### config.mk
export PLATFORM = sky130hd
export DESIGN_NAME = cdb_arbiter
export DESIGN_NICKNAME = d
export VERILOG_FILES = /design/src/rtl/cdb_arbiter_pkg.sv /design/src/rtl/rr_arbiter.sv /design/src/rtl/cdb_arbiter.sv
export SDC_FILE = /design/constraint.sdc
export NUM_CORES = 1
export LEC_CHECK = 0
export BUFFER_PORTS_ARGS = -buffer_cell sky130_fd_sc_hd__buf_4
export CAP_MARGIN = 20
export CORE_MARGIN = 3
export CORE_UTILIZATION = 46
export DETAILED_ROUTE_END_ITERATION = 7
export PLACE_DENSITY = 0.88
export SETUP_SLACK_MARGIN = 0.3
export SLEW_MARGIN = 25
export SYNTH_ARGS = -nofsm -noshare
export SYNTH_HDL_FRONTEND = slang
export SYNTH_SLANG_ARGS = --single-unit
### constraint.sdc
create_clock -name clk -period 6.3 [get_ports clk]
set_clock_uncertainty 0.15 [all_clocks]
set_input_delay 0.63 -clock clk [delete_from_list [all_inputs] [get_ports clk]]
set_output_delay 0.63 -clock clk [all_outputs]
set_load 0.01 [all_outputs]
### src/rtl/cdb_arbiter_pkg.sv
// Shared constants for the common-data-bus writeback arbiter and the ROB rename width.
package cdb_arbiter_pkg;

    localparam int unsigned NREQ = 4;
    localparam int unsigned RNW  = 4;
    localparam int unsigned DW   = 32;
    localparam int unsigned SRCW = 2;

    localparam int unsigned ALU1  = 0;
    localparam int unsigned ALU2  = 1;
    localparam int unsigned LOAD  = 2;
    localparam int unsigned STORE = 3;

    // Round-robin successor of index w among n requesters.
    function automatic int unsigned next_ptr(input int unsigned w, input int unsigned n);
        return (w + 1 >= n) ? 0 : w + 1;
    endfunction

endpackage

### src/rtl/rr_arbiter.sv
// Combinational round-robin grant: first valid requester at or after rr_ptr wins.
module rr_arbiter #(
    parameter int unsigned NREQ = 4,
    parameter int unsigned PW   = 2
) (
    input  logic [NREQ-1:0] req_valid,
    input  logic [PW-1:0]   rr_ptr,
    output logic [NREQ-1:0] grant
);

    int unsigned   idx;
    logic [PW-1:0] sel;
    logic          found;

    always_comb begin
        grant = '0;
        found = 1'b0;
        idx   = 0;
        sel   = '0;
        for (int unsigned k = 0; k < NREQ; k++) begin
            idx = 32'(rr_ptr) + k;
            if (idx >= NREQ) begin
                idx = idx - NREQ;
            end
            sel = PW'(idx);
            if (!found && req_valid[sel]) begin
                grant[sel] = 1'b1;
                found      = 1'b1;
            end
        end
    end

endmodule

### src/rtl/cdb_arbiter.sv
// CDB writeback arbiter: round-robin grant among execution units, one registered
// writeback per cycle, with stall (rdy) and mispredict flush handling.
module cdb_arbiter #(
    parameter int unsigned NREQ = cdb_arbiter_pkg::NREQ,
    parameter int unsigned RNW  = cdb_arbiter_pkg::RNW,
    parameter int unsigned DW   = cdb_arbiter_pkg::DW
) (
    input  logic               clk,
    input  logic               rst,
    input  logic               rdy,
    input  logic               rob_flush,
    input  logic [NREQ-1:0]    req_valid,
    input  logic [NREQ*RNW-1:0] req_rename,
    input  logic [NREQ*DW-1:0] req_value,
    output logic [NREQ-1:0]    req_ready,
    output logic               wb_flag,
    output logic [RNW-1:0]     wb_rename,
    output logic [DW-1:0]      wb_value,
    output logic [1:0]         wb_src,
    output logic               wb_is_store
);

    import cdb_arbiter_pkg::*;

    localparam int unsigned PW = (NREQ > 1) ? $clog2(NREQ) : 1;

    logic [PW-1:0]   rr_ptr_q, rr_ptr_d;
    logic [NREQ-1:0] grant;
    logic            grant_en;
    logic            any_grant;
    logic [PW-1:0]   win_idx;
    logic            win_store;
    logic [RNW-1:0]  win_tag;
    logic [DW-1:0]   win_val;

    logic            wb_flag_q;
    logic [RNW-1:0]  wb_rename_q;
    logic [DW-1:0]   wb_value_q;
    logic [1:0]      wb_src_q;
    logic            wb_is_store_q;

    rr_arbiter #(
        .NREQ (NREQ),
        .PW   (PW)
    ) u_rr_arbiter (
        .req_valid (req_valid),
        .rr_ptr    (rr_ptr_q),
        .grant     (grant)
    );

    // Ready only when the transfer can actually complete at this edge.
    assign grant_en  = rdy & ~rob_flush & ~rst;
    assign req_ready = grant & {NREQ{grant_en}};
    assign any_grant = |req_ready;

    always_comb begin
        win_idx = '0;
        for (int i = 0; i < NREQ; i++) begin
            if (req_ready[i]) begin
                win_idx = PW'(i);
            end
        end
    end

    assign win_store = (win_idx == PW'(STORE));
    assign win_tag   = req_rename[win_idx*RNW +: RNW];
    assign win_val   = win_store ? '0 : req_value[win_idx*DW +: DW];
    assign rr_ptr_d  = PW'(next_ptr(32'(win_idx), NREQ));

    always_ff @(posedge clk) begin
        if (rst) begin
            rr_ptr_q      <= '0;
            wb_flag_q     <= 1'b0;
            wb_rename_q   <= '0;
            wb_value_q    <= '0;
            wb_src_q      <= '0;
            wb_is_store_q <= 1'b0;
        end else if (rdy) begin
            if (rob_flush) begin
                rr_ptr_q  <= '0;
                wb_flag_q <= 1'b0;
            end else if (any_grant) begin
                rr_ptr_q      <= rr_ptr_d;
                wb_flag_q     <= 1'b1;
                wb_rename_q   <= win_tag;
                wb_value_q    <= win_val;
                wb_src_q      <= 2'(win_idx);
                wb_is_store_q <= win_store;
            end else begin
                wb_flag_q <= 1'b0;
            end
        end
    end

    assign wb_flag     = wb_flag_q;
    assign wb_rename   = wb_rename_q;
    assign wb_value    = wb_value_q;
    assign wb_src      = wb_src_q;
    assign wb_is_store = wb_is_store_q;

endmodule

==> results of run 1 <==
-- path summary, 6_finish.rpt --
path                                                   to  cells past startpoint  slack [ns]                     start
worst max-delay path            wb_value[23]$_SDFFE_PP0P_                      9        1.84  rr_ptr_q[0]$_SDFFE_PP0P_
worst min-delay path               wb_src[0]$_SDFFE_PP0P_                      2        0.32    wb_src[0]$_SDFFE_PP0P_
worst max register to register  wb_value[23]$_SDFFE_PP0P_                      9        1.84  rr_ptr_q[0]$_SDFFE_PP0P_
worst min register to register     wb_src[0]$_SDFFE_PP0P_                      2        0.32    wb_src[0]$_SDFFE_PP0P_
-- metal layers --
| metal | up-vias | wire (um) | global-route usage |
|---|---|---|---|
| met4 | 0 | 229 | 0.0921 |
| met5 | - | 0 | 0 |
| met2 | 144 | 4750 | 0.433 |
| met1 | 1341 | 3280 | 0.247 |
| li1 | 1394 | - | - |
| met3 | 24 | 703 | 0.0471 |
-- power by group --
group	leakage (nW)	switching [W]	internal [W]
clock network	0.0472	0.0000940	0.0000882
registers	0.342	0.0000285	0.000309
logic	1.61	0.000217	0.000206
-- registers in the layout, summed over array words and instances (netlist names) --
name and cells:
wb_is_store 1, wb_rename 4, wb_value 32, wb_src 2
wb_flag 1, rr_ptr_q 2
-- layout make-up --
| cell class | instances | area, sq um |
|---|---|---|
| repair buffers | 165 | 1240 |
| flip-flops and latches | 42 | 841 |
| fillers | 461 | 1880 |
| inverters | 42 | 158 |
| clock inverters | 2 | 12.5 |
| multi-input cells | 194 | 1750 |
| well taps | 75 | 93.8 |
| clock buffers | 6 | 82.6 |
-- placed cells by master, fill, tap and decap left out, drive strengths merged, types with 3 or more instances in the layout --
| master | synthesis | routed |
|---|---|---|
| dfxtp | 42 | 42 |
| a31oi | 5 | 5 |
| mux4 | 3 | 3 |
| a21oi | 4 | 4 |
| inv | 42 | 42 |
| a211oi | 12 | 12 |
| buf | 10 | 165 |
| clkbuf | 6 | 6 |
| mux2i | 32 | 32 |
| o21ai | 3 | 3 |
| nand3 | 4 | 4 |
| nand3b | 3 | 3 |
| a21o | 6 | 6 |
| o31ai | 4 | 4 |
| nor2 | 7 | 7 |
| nor3 | 4 | 4 |
| ha | 8 | 8 |
| o221ai | 32 | 32 |
| nand2 | 40 | 40 |
| o22ai | 4 | 4 |
-- through the flow --
step	cell area [sq um]	util	total power [W]	setup slack (ns)	hold WS [ns]
finish	4180	0.689	0.000943	1.84	0.322
global route	4180	0.689	0.00100	1.54	0.344
CTS	4180	0.689	0.000949	1.88	0.324
detailed placement	4080	0.674	0.000768	1.88	0.313
global placement	4080	0.674	0.000753	1.97	0.308
floorplan	2940	-	0.000616	3.13	0.336
-- kinds of logic after synthesis --
group                      after synthesis
buffers and inverters                   60
adders and majority gates                8
muxes                                   35
DFF                                     42
AOI/OAI and AO/OA                       78
and+or+nand+nor                         73
-- tightest hold or removal path, delay by kind of cell, from the launching register on --
family          cells  cell delay, ns
flops               1            0.32
simple gates        1            0.06
compound gates      1            0.06
==> key figures, run 1 <==
Synth
  – Synth cell count leaders: sky130_fd_sc_hd__dfxtp_1 (42), sky130_fd_sc_hd__inv_1 (42), sky130_fd_sc_hd__nand2_1 (39)
  – Syn Std Cell Area: around 3000 sq um
  – Number of register bits inferred by synthesis: 42
  – Yosys top cell area share: 0.286
  – Arithmetic-cell share of the synthesized area counting full adders, half adders and majority gates: 0.0340
  – Synth Instances: 296
  – Mux contribution to synthesized area: 0.134
  – Share of synthesized area occupied by flip-flops and latches: 0.286
  – Number of synthesized flops with an enable pin: 0
  – Fraction of synthesis flops using an asynchronous set or reset pin: 0
  – Yosys warns: 0
  – Area fraction in and, or, nand and nor cells after synthesis: 0.135
  – Flip-flop cell with the highest count after synthesis: sky130_fd_sc_hd__dfxtp_1
  – Post-Syn Area per Cell: 9.94 sq um
  – Synth area leaders: sky130_fd_sc_hd__dfxtp_1 (29%), sky130_fd_sc_hd__o221ai_2 (15%), sky130_fd_sc_hd__mux2i_1 (11%), sky130_fd_sc_hd__inv_1 (5.4%), sky130_fd_sc_hd__nand2_1 (5.0%)
  – Xor-xnor portion of the synthesized cell area: 0
  – Synthesized-area fraction occupied by ao, oa, aoi and oai cells: 0.292
  – Main combinational cell family by area after synthesis: compound AO/OA/AOI/OAI gates
  – Synthesized net count: around 460
  – Top cell type by total area after synthesis: sky130_fd_sc_hd__dfxtp_1
  – Number of distinct library cell variants in the gate-level netlist after synthesis: 51

STA
  – Setup tns final: 0 ns
  – Final Cycle Share: 0.709
  – Final setup fails: 0
  – RSZ-0062 raised after global routing: no
  – Count of endpoints failing hold in the final timing report: 0
  – Worst-case headroom to the max-slew limit: 0.321
  – Slew at the pin with the worst max-slew slack: 1.01 ns
  – Maximum frequency from static timing analysis: roughly 220 MHz
  – Final Critical Period: 4.46 ns
  – Final Max Tran Viols: 0

Routing
  – Routed vias: 2903
  – Count of nets left with antenna violations after detail routing: 0
  – First-pass detailed-route iteration total: 4
  – Routed wire length per instance: between 15 and 20 um
  – DRC violation count after routing: 0
  – Final Routed Wirelength: approximately 9 mm
  – Via count normalized by instance count: 5.52
  – Number of DRC violations after detailed-routing iteration 0: ~110

Clock tree
  – Hold Buf Count CTS: 0
  – CTS Sinks: 42
  – Buffers from clock root to sink, at most: 2
  – Clock Root Buffer: sky130_fd_sc_hd__clkbuf_8
  – CTS tree: done
  – Post-CTS Setup Repair Bufs: 0
  – Post-CTS Resized: 0
  – Number of CTS-inserted buffers: 5
  – Clock Latency Late Sink: about 0.29 ns
  – Max H-tree Level: 2
  – Clock-pin slew reported for the worst setup and hold paths after clock tree synthesis: around 0.080 ns

Critical path
  – Worst setup path class: reg -> reg
  – Cell family with most CP delay: simple AND/OR/NAND/NOR gates
  – Critical Path Start Type: flop
  – Slowest cell delay on critical path: 0.76 ns
  – Critical path cell sequence: inv_1, ha_1, mux4_1, nand2_1, o21ai_0, nor3b_2, a41o_1, nand3b_4, o221ai_2
  – Worst Setup End Kind: flop
  – Slowest library cell on the worst path: sky130_fd_sc_hd__a41o_1
  – Signal arrival time at the worst endpoint: about 4.5 ns
  – Largest fanout on the critical path: 33
  – WP buf/inv: 1
  – CP Data Required Time: 6.35 ns

Placement
  – Total half-perimeter wirelength after legalization and detailed placement: roughly 7 mm
  – Total instance count after detailed placement: ~520
  – Weighted congestion at the end of routability-driven global placement: approximately 0.93
  – Number of buffer cells added on primary ports: about 160

Layout
  – Final #Nets: between 600 and 700
  – Fraction of final layout cells with drive strength greater than 1: 0.488
  – Layout area overhead: 42.0%
  – # diodes: 0
  – Non-Filler Instances: between 500 and 600

Worst hold path
  – Path type of the worst min-delay path: reg -> reg

Die
  – Die Wd: roughly 86 um
  – Floorplan core area: 6060 sq um
  – Number of cell rows: 28
  – DIE AREA: between 7000 and 8000 sq um
  – Die boundary height: 86.0 um
  – Starting Density: 0.485
  – Count of boundary I/O pins: 196

GRT
  – GRT overflow: 0
  – Initial antenna violation count: 0
  – Maximum number of pins on one net before global-route repair: 34
  – Number of global-route vias before repair: a little under 3000
  – Wire length of the first global-routing pass: between 10 and 15 mm
  – GR Util All Layers: 0.230

Power
  – P_leak: 1.99 nW
  – Peak ir drop on the vdd network: 0.156 mV
  – Power density of the placed cells: around 230 nW/um^2

Job
  – Reported max-cap violation count: 0

Run status
  – Status: finished, final reports clean
Power figures use the tool's default switching activity.
==> run 2: changes to the inputs <==
--- a/config.mk
+++ b/config.mk
@@ -8,9 +8,9 @@
 export BUFFER_PORTS_ARGS = -buffer_cell sky130_fd_sc_hd__buf_4
 export CAP_MARGIN = 20
 export CORE_MARGIN = 3
-export CORE_UTILIZATION = 46
+export CORE_UTILIZATION = 38
 export DETAILED_ROUTE_END_ITERATION = 7
-export PLACE_DENSITY = 0.88
+export PLACE_DENSITY = 0.78
 export SETUP_SLACK_MARGIN = 0.3
 export SLEW_MARGIN = 25
 export SYNTH_ARGS = -nofsm -noshare
==> constraint.sdc (replaced) <==
create_clock -name clk -period 3.7 [get_ports clk]
set_clock_uncertainty 0.15 [all_clocks]
set_input_delay 0.37 -clock clk [delete_from_list [all_inputs] [get_ports clk]]
set_output_delay 0.37 -clock clk [all_outputs]
set_load 0.01 [all_outputs]
==> run 2 against run 1 <==
Clock-buffer cell count is the same. Routed wire length shrank 4.4%. Global-route usage shrank 4.6 points. Sequential share of layout area shrank 0.84 points. Final cell count grew 6.8%. Register-to-register slack lost 1.3 ns. Total power grew 81%. Hold slack lost 0.20 ns. First-iteration DRC count shrank 19%. Sequential power grew 68%. Largest cell class unchanged. Highest routed layer unchanged.
==> key figures, run 2 (same netlist as run 1, synthesis figures left out) <==
Clock tree
  – Clock-pin slew reported for the worst setup and hold paths after clock tree synthesis: 0.08 ns (about the same)
  – Number of CTS-inserted buffers: 5 (unchanged)
  – Hold Buf Count CTS: 0 (unchanged)
  – CTS Sinks: 42 (unchanged)
  – Buffers from clock root to sink, at most: 2 (unchanged)
  – Clock Root Buffer: sky130_fd_sc_hd__clkbuf_8 (unchanged)
  – Clock Latency Late Sink: 0.29 ns (about the same)
  – Max H-tree Level: 2 (unchanged)
  – CTS tree: done (unchanged)

Placement
  – Worst Setup Slack post-DPL: 0.262 ns (was 1.88 ns)
  – Number of buffer cells added on primary ports: 163 (unchanged)
  – Weighted congestion at the end of routability-driven global placement: 0.845 (was 0.926)
  – Total instance count after detailed placement: 554 (was 518)
  – Total half-perimeter wirelength after legalization and detailed placement: 6.88 mm (was 7.09 mm)

STA
  – RSZ-0062 raised after global routing: yes (was no)
  – Final Cycle Share: 0.872
  – Slew at the pin with the worst max-slew slack: 0.578 ns (was 1.01 ns)
  – Final Max Tran Viols: 0 (unchanged)
  – Worst-case setup margin in the final layout: 0.472 ns (was 1.84 ns)
  – Worst-case headroom to the max-slew limit: 0.614 (was 0.321)
  – Final Critical Period: between 3 and 4 ns
  – Count of endpoints failing hold in the final timing report: 0 (unchanged)
  – Final setup fails: 0 (unchanged)
  – Setup tns final: 0 ns (unchanged)
  – Maximum frequency from static timing analysis: 310 MHz

Critical path
  – Critical path launch point: rr_ptr_q[1]$_SDFFE_PP0P_ (was rr_ptr_q[0]$_SDFFE_PP0P_)
  – Worst Setup End Kind: output pin (was flop)
  – Signal arrival time at the worst endpoint: 2.71 ns (was 4.51 ns)
  – Largest fanout on the critical path: 11 (was 33)
  – Worst setup path class: reg -> out (was reg -> reg)
  – CP Data Required Time: 3.18 ns (was 6.35 ns)
  – Worst r2r src: rr_ptr_q[1]$_SDFFE_PP0P_ (was rr_ptr_q[0]$_SDFFE_PP0P_)
  – Critical Path Start Type: flop (unchanged)

Layout
  – Final #Nets: 623 (was 610)
  – Most used cells in the layout excluding fill and tap cells: sky130_fd_sc_hd__buf_4 (175), sky130_fd_sc_hd__inv_1 (42), sky130_fd_sc_hd__dfxtp_1 (41), sky130_fd_sc_hd__nand2_1 (39), sky130_fd_sc_hd__mux2i_1 (32) (was sky130_fd_sc_hd__buf_4 (165), sky130_fd_sc_hd__inv_1 (42), sky130_fd_sc_hd__dfxtp_1 (42), sky130_fd_sc_hd__nand2_1 (39), sky130_fd_sc_hd__mux2i_1 (32))
  – Layout area overhead: 48.4% (was 42.0%)
  – Leading cell type in the layout, fill and taps excluded: sky130_fd_sc_hd__buf_4 (unchanged)
  – Number of flip-flops under the largest register name: 32 (unchanged)
  – Fraction of final layout cells with drive strength greater than 1: 0.508 (was 0.488)
  – Non-Filler Instances: 562 (was 526)
  – # diodes: 0 (unchanged)

Job
  – Reported max-cap violation count: 0 (unchanged)

Routing
  – First-pass detailed-route iteration total: 4 (unchanged)
  – DRC violation count after routing: 0 (unchanged)
  – Number of DRC violations after detailed-routing iteration 0: 85 (was 105)
  – Routed wire length per instance: 15.3 um (was 17.0 um)
  – Routed vias: 2855 (was 2903)
  – Count of nets left with antenna violations after detail routing: 0 (unchanged)
  – Via count normalized by instance count: 5.08 (was 5.52)
  – Final Routed Wirelength: 8.57 mm (was 8.97 mm)

Die
  – Starting Density: 0.399 (was 0.485)
  – DIE AREA: 8830 sq um (was 7390 sq um)
  – Floorplan core area: 7370 sq um (was 6060 sq um)
  – Count of boundary I/O pins: 196 (unchanged)
  – Number of cell rows: 31 (was 28)
  – Die boundary height: 94.0 um (was 86.0 um)
  – Die Wd: 94.0 um (was 86.0 um)

Run status
  – Status: finished, final reports clean (unchanged)

GRT
  – Maximum number of pins on one net before global-route repair: 32 (was 34)
  – GRT overflow: 0 (unchanged)
  – Wire length of the first global-routing pass: 13.1 mm (was 13.8 mm)
  – GR Util All Layers: 0.184 (was 0.230)
  – Number of global-route vias before repair: 2783 (was 2922)
  – Initial antenna violation count: 0 (unchanged)

Power
  – P_leak: 2.08 nW (was 1.99 nW)
  – Peak ir drop on the vdd network: 0.193 mV (was 0.156 mV)
  – Power density of the placed cells: 392 nW/um^2 (was 226 nW/um^2)

Worst hold path
  – Path type of the worst min-delay path: in -> reg (was reg -> reg)
  – Startpoint of the worst hold path: req_value[91] (was wb_src[0]$_SDFFE_PP0P_)
==> run 2: stage by stage <==
step                      hold WS, ns  area, sq um   util  total power [W]
after floorplan                 0.336         2940      -          0.00105
after global placement          0.306         4220  0.572          0.00132
after detailed placement        0.319         4220  0.572          0.00134
after CTS                       0.117         4350  0.590          0.00172
after global routing            0.120         4370  0.593          0.00181
final                           0.123         4370  0.593          0.00171
==> run 2: area by class of cell <==
cell class                 instances  area (sq um)
clock inverter                     1          30.0
fill                             667          3000
timing repair buffer             178          1360
inverter                          42           158
sequential                        42           842
clock buffer                       6          82.6
tap                               99           124
multi-input combinational        194          1770
==> run 2: what timing repair did <==
| action | in CTS | in global routing |
|---|---|---|
| setup buffers | 1 | 0 |
| endpoints found under the setup margin | 36 | 45 |
| pin swaps | 1 | 3 |
| gates resized for setup | 2 | 5 |
==> run 2: critical path: stages (launching register included) <==
cell                        delay, ns
sky130_fd_sc_hd__dfxtp_2         0.40
sky130_fd_sc_hd__inv_1           0.08
sky130_fd_sc_hd__ha_1            0.34
sky130_fd_sc_hd__or3b_1          0.41
sky130_fd_sc_hd__a2111oi_4       0.41
sky130_fd_sc_hd__o31a_1          0.25
sky130_fd_sc_hd__nor3b_4         0.11
sky130_fd_sc_hd__nor2_2          0.23
sky130_fd_sc_hd__buf_4           0.18
==> run 2: layer usage <==
| layer | vias up | track usage | wire [um] |
|---|---|---|---|
| met3 | 7 | 0.0457 | 631 |
| met4 | 0 | 0.0409 | 93 |
| met5 | - | 0 | 0 |
| met1 | 1336 | 0.208 | 3320 |
| met2 | 92 | 0.344 | 4530 |
| li1 | 1420 | - | - |
==> run 2: final timing paths <==
kind,endpoint,slack (ns),cells after the start
worst max-delay path,req_ready[2],0.47,8
worst min-delay path,wb_value[27]$_SDFFE_PP0P_,0.12,3
worst max register to register,wb_rename[1]$_SDFFE_PP0P_,0.53,10
worst min register to register,wb_src[0]$_SDFFE_PP0P_,0.32,2
==> run 2: power by group <==
group | internal, W | switching [W]
Clock | 0.000216 | 0.000156
Sequential | 0.000527 | 0.0000396
Combinational | 0.000385 | 0.000386
==> run 3: changes to the inputs <==
--- a/config.mk
+++ b/config.mk
@@ -5,12 +5,13 @@
 export SDC_FILE = /design/constraint.sdc
 export NUM_CORES = 1
 export LEC_CHECK = 0
+export ABC_AREA = 1
 export BUFFER_PORTS_ARGS = -buffer_cell sky130_fd_sc_hd__buf_4
 export CAP_MARGIN = 20
 export CORE_MARGIN = 3
-export CORE_UTILIZATION = 38
+export CORE_UTILIZATION = 43
 export DETAILED_ROUTE_END_ITERATION = 7
-export PLACE_DENSITY = 0.78
+export PLACE_DENSITY = 0.79
 export SETUP_SLACK_MARGIN = 0.3
 export SLEW_MARGIN = 25
 export SYNTH_ARGS = -nofsm -noshare
==> run 3 against run 2 <==
Combinational power down 21%. Area after synthesis is 37% higher. Sequential cell count unchanged. Largest power group unchanged. Setup slack gained 0.034 ns. Sequential share of layout area down 4.1 points. Maximum frequency is 1.1% higher. Critical path depth grew 4.
==> key figures, run 3 <==
STA
  – Maximum frequency from static timing analysis: 313 MHz (was 310 MHz)
  – Final Max Tran Viols: 0 (unchanged)
  – Final Cycle Share: 0.863 (was 0.872)
  – Final setup fails: 0 (unchanged)
  – Final Critical Period: 3.19 ns (was 3.23 ns)
  – RSZ-0062 raised after global routing: no (was yes)
  – Count of endpoints failing hold in the final timing report: 0 (unchanged)
  – Setup tns final: 0 ns (unchanged)
  – Slew at the pin with the worst max-slew slack: 0.619 ns (was 0.578 ns)
  – Worst-case headroom to the max-slew limit: 0.587 (was 0.614)

Routing
  – Routed wire length per instance: 11.5 um (was 15.3 um)
  – First-pass detailed-route iteration total: 4 (unchanged)
  – Number of DRC violations after detailed-routing iteration 0: 159 (was 85)
  – Via count normalized by instance count: 4.54 (was 5.08)
  – Final Routed Wirelength: 11.3 mm (was 8.57 mm)
  – Count of nets left with antenna violations after detail routing: 0 (unchanged)
  – Routed vias: 4436 (was 2855)
  – DRC violation count after routing: 0 (unchanged)

Critical path
  – WP buf/inv: 5 (was 2)
  – Cell family with most CP delay: buffers and inverters (was simple AND/OR/NAND/NOR gates)
  – Signal arrival time at the worst endpoint: 2.67 ns (was 2.71 ns)
  – Critical Path Start Type: flop (unchanged)
  – CP Data Required Time: 3.18 ns (about the same)
  – Critical path cell sequence: inv_1, ha_1, inv_1, nand3_1, nand2_1, nand3_1, nand2_1, nand3b_1, nand2_8, buf_6, clkinvlp_4, buf_4 (was inv_1, ha_1, or3b_1, a2111oi_4, o31a_1, nor3b_4, nor2_2, buf_4)
  – Worst Setup End Kind: output pin (unchanged)
  – Slowest cell delay on critical path: 0.42 ns (was 0.41 ns)
  – Largest fanout on the critical path: 23 (was 11)
  – Slowest library cell on the worst path: sky130_fd_sc_hd__dfxtp_2 (was sky130_fd_sc_hd__or3b_1)
  – Worst setup path class: reg -> out (unchanged)

Power
  – P_leak: 3.14 nW (was 2.08 nW)
  – Power density of the placed cells: 258 nW/um^2 (was 392 nW/um^2)
  – Peak ir drop on the vdd network: 0.153 mV (was 0.193 mV)

Placement
  – Post-place instance area: 5440 sq um (was 4220 sq um)
  – Total half-perimeter wirelength after legalization and detailed placement: 8.59 mm (was 6.88 mm)
  – Number of buffer cells added on primary ports: 195 (was 163)
  – Weighted congestion at the end of routability-driven global placement: 0.836 (was 0.845)

Layout
  – Leading cell type in the layout, fill and taps excluded: sky130_fd_sc_hd__nand2_1 (was sky130_fd_sc_hd__buf_4)
  – Layout area overhead: 37.6% (was 48.4%)
  – Final #Nets: 1028 (was 623)
  – Filler cell count in the final layout: 875 (was 667)
  – Number of flip-flops under the largest register name: 32 (unchanged)
  – Fraction of final layout cells with drive strength greater than 1: 0.331 (was 0.508)
  – Final instance area: 5540 sq um (was 4370 sq um)
  – # diodes: 0 (unchanged)
  – Most used cells in the layout excluding fill and tap cells: sky130_fd_sc_hd__nand2_1 (276), sky130_fd_sc_hd__buf_4 (201), sky130_fd_sc_hd__inv_1 (166), sky130_fd_sc_hd__a21oi_2 (52), sky130_fd_sc_hd__dfxtp_1 (40) (was sky130_fd_sc_hd__buf_4 (175), sky130_fd_sc_hd__inv_1 (42), sky130_fd_sc_hd__dfxtp_1 (41), sky130_fd_sc_hd__nand2_1 (39), sky130_fd_sc_hd__mux2i_1 (32))

Clock tree
  – CTS Sinks: 42 (unchanged)
  – Clock Latency Late Sink: 0.29 ns (about the same)
  – Max H-tree Level: 2 (unchanged)
  – Clock Root Buffer: sky130_fd_sc_hd__clkbuf_8 (unchanged)
  – Number of CTS-inserted buffers: 5 (unchanged)
  – Buffers from clock root to sink, at most: 2 (unchanged)
  – Hold Buf Count CTS: 0 (unchanged)
  – Clock-pin slew reported for the worst setup and hold paths after clock tree synthesis: 0.08 ns (about the same)
  – CTS tree: done (unchanged)

Synth
  – Synth cell count leaders: sky130_fd_sc_hd__nand2_1 (276), sky130_fd_sc_hd__inv_1 (167), sky130_fd_sc_hd__a21oi_2 (52) (was sky130_fd_sc_hd__dfxtp_1 (42), sky130_fd_sc_hd__inv_1 (42), sky130_fd_sc_hd__nand2_1 (39))
  – Synthesized net count: 854 (was 456)
  – Fraction of synthesis flops using an asynchronous set or reset pin: 0 (unchanged)
  – Number of register bits inferred by synthesis: 42 (unchanged)
  – Top cell type by total area after synthesis: sky130_fd_sc_hd__nand2_1 (was sky130_fd_sc_hd__dfxtp_1)
  – Yosys top cell area share: 0.257 (was 0.286)
  – Share of synthesized area occupied by flip-flops and latches: 0.209 (was 0.286)
  – Yosys warns: 0 (unchanged)
  – Post-Syn Area per Cell: 5.80 sq um (was 9.94 sq um)
  – Synth area leaders: sky130_fd_sc_hd__nand2_1 (26%), sky130_fd_sc_hd__dfxtp_1 (21%), sky130_fd_sc_hd__inv_1 (16%), sky130_fd_sc_hd__a21oi_2 (11%), sky130_fd_sc_hd__o21ai_0 (4.6%) (was sky130_fd_sc_hd__dfxtp_1 (29%), sky130_fd_sc_hd__o221ai_2 (15%), sky130_fd_sc_hd__mux2i_1 (11%), sky130_fd_sc_hd__inv_1 (5.4%), sky130_fd_sc_hd__nand2_1 (5.0%))
  – Number of distinct library cell variants in the gate-level netlist after synthesis: 29 (was 51)
  – Top-count cell post-synth: sky130_fd_sc_hd__nand2_1
  – Number of synthesized flops with an enable pin: 0 (unchanged)
  – Flip-flop cell with the highest count after synthesis: sky130_fd_sc_hd__dfxtp_1 (unchanged)
  – Syn Std Cell Area: 4030 sq um (was 2940 sq um)
  – Synth Instances: 694 (was 296)

Die
  – DIE AREA: 10600 sq um (was 8830 sq um)
  – Count of boundary I/O pins: 196 (unchanged)
  – Floorplan core area: 8890 sq um (was 7370 sq um)
  – Die Wd: 103 um (was 94.0 um)
  – Starting Density: 0.453 (was 0.399)
  – Die boundary height: 103 um (was 94.0 um)
  – Number of cell rows: 34 (was 31)

GRT
  – Initial antenna violation count: 0 (unchanged)
  – GRT overflow: 0 (unchanged)
  – Maximum number of pins on one net before global-route repair: 55 (was 32)
  – GR Util All Layers: 0.211 (was 0.184)
  – Number of global-route vias before repair: 4101 (was 2783)
  – Wire length of the first global-routing pass: 18.1 mm (was 13.1 mm)

Run status
  – Status: finished, final reports clean (unchanged)

Worst hold path
  – Path type of the worst min-delay path: in -> reg (unchanged)

Job
  – Reported max-cap violation count: 0 (unchanged)
-- run 3: routing by layer --
layer  up-vias  wire (um)  track usage
li1       2376          -            -
met1      1906       4470        0.250
met2       138       5770        0.377
met3        16        820       0.0487
met4         0        204       0.0657
met5         -          0            0
-- run 3: repair_timing --
item,CTS,global route
buffers inserted,0,0
resized for setup,2,3
setup endpoints to repair,1,5
pin swaps,0,1
-- run 3: cell type report --
cell class,count,area [sq um],share of cell area
clock inverter,2,13.8,0.00248
multi-input combinational,447,2290,0.414
timing repair buffer,203,1540,0.278
inverter,169,641,0.116
clock buffer,6,72.6,0.0131
tap,108,135,0.0244
sequential,42,843,0.152
-- run 3: path summary, 6_finish.rpt --
path                             start                        end  slack [ns]  cells after the start
max           rr_ptr_q[1]$_SDFFE_PP0P_               req_ready[3]        0.51                     12
min                                rdy       wb_flag$_SDFFE_PP0P_        0.23                      4
max reg2reg   rr_ptr_q[1]$_SDFFE_PP0P_  wb_value[31]$_SDFFE_PP0P_        0.56                     17
min reg2reg  wb_value[18]$_SDFFE_PP0P_  wb_value[18]$_SDFFE_PP0P_        0.32                      2
-- run 3: report_power, final --
part / switching [W] / internal, W / total [W]
sequential: 0.0000250 / 0.000492 / 0.000517
clock: 0.000167 / 0.000133 / 0.000300
combinational: 0.000323 / 0.000287 / 0.000610
-- run 3: cells by family after synthesis --
logic type / share of synthesized area
flip-flops: 0.209
buffers and inverters: 0.224
AND/OR/NAND/NOR: 0.346
adder cells (fa/ha/maj): 0.0249
AO/OA/AOI/OAI: 0.196
-- run 3: stage by stage --
stage          power (W)   util  std cells  hold slack (ns)  setup slack [ns]
2_1_floorplan   0.000907      -        694            0.338              1.08
3_3_place_gp     0.00113  0.611        969            0.303             0.526
3_5_place_dp     0.00114  0.611        969            0.306             0.428
4_1_cts          0.00144  0.621        977            0.219             0.390
5_1_grt          0.00153  0.623        977            0.257             0.301
6_report         0.00143  0.623        977            0.232             0.506
-- run 3: worst min-delay path, delay by kind of cell --
family	cells	cell delay (ns)
AOI/OAI and AO/OA	1	0.05
buffers and inverters	2	0.14
and+or+nand+nor	1	0.06
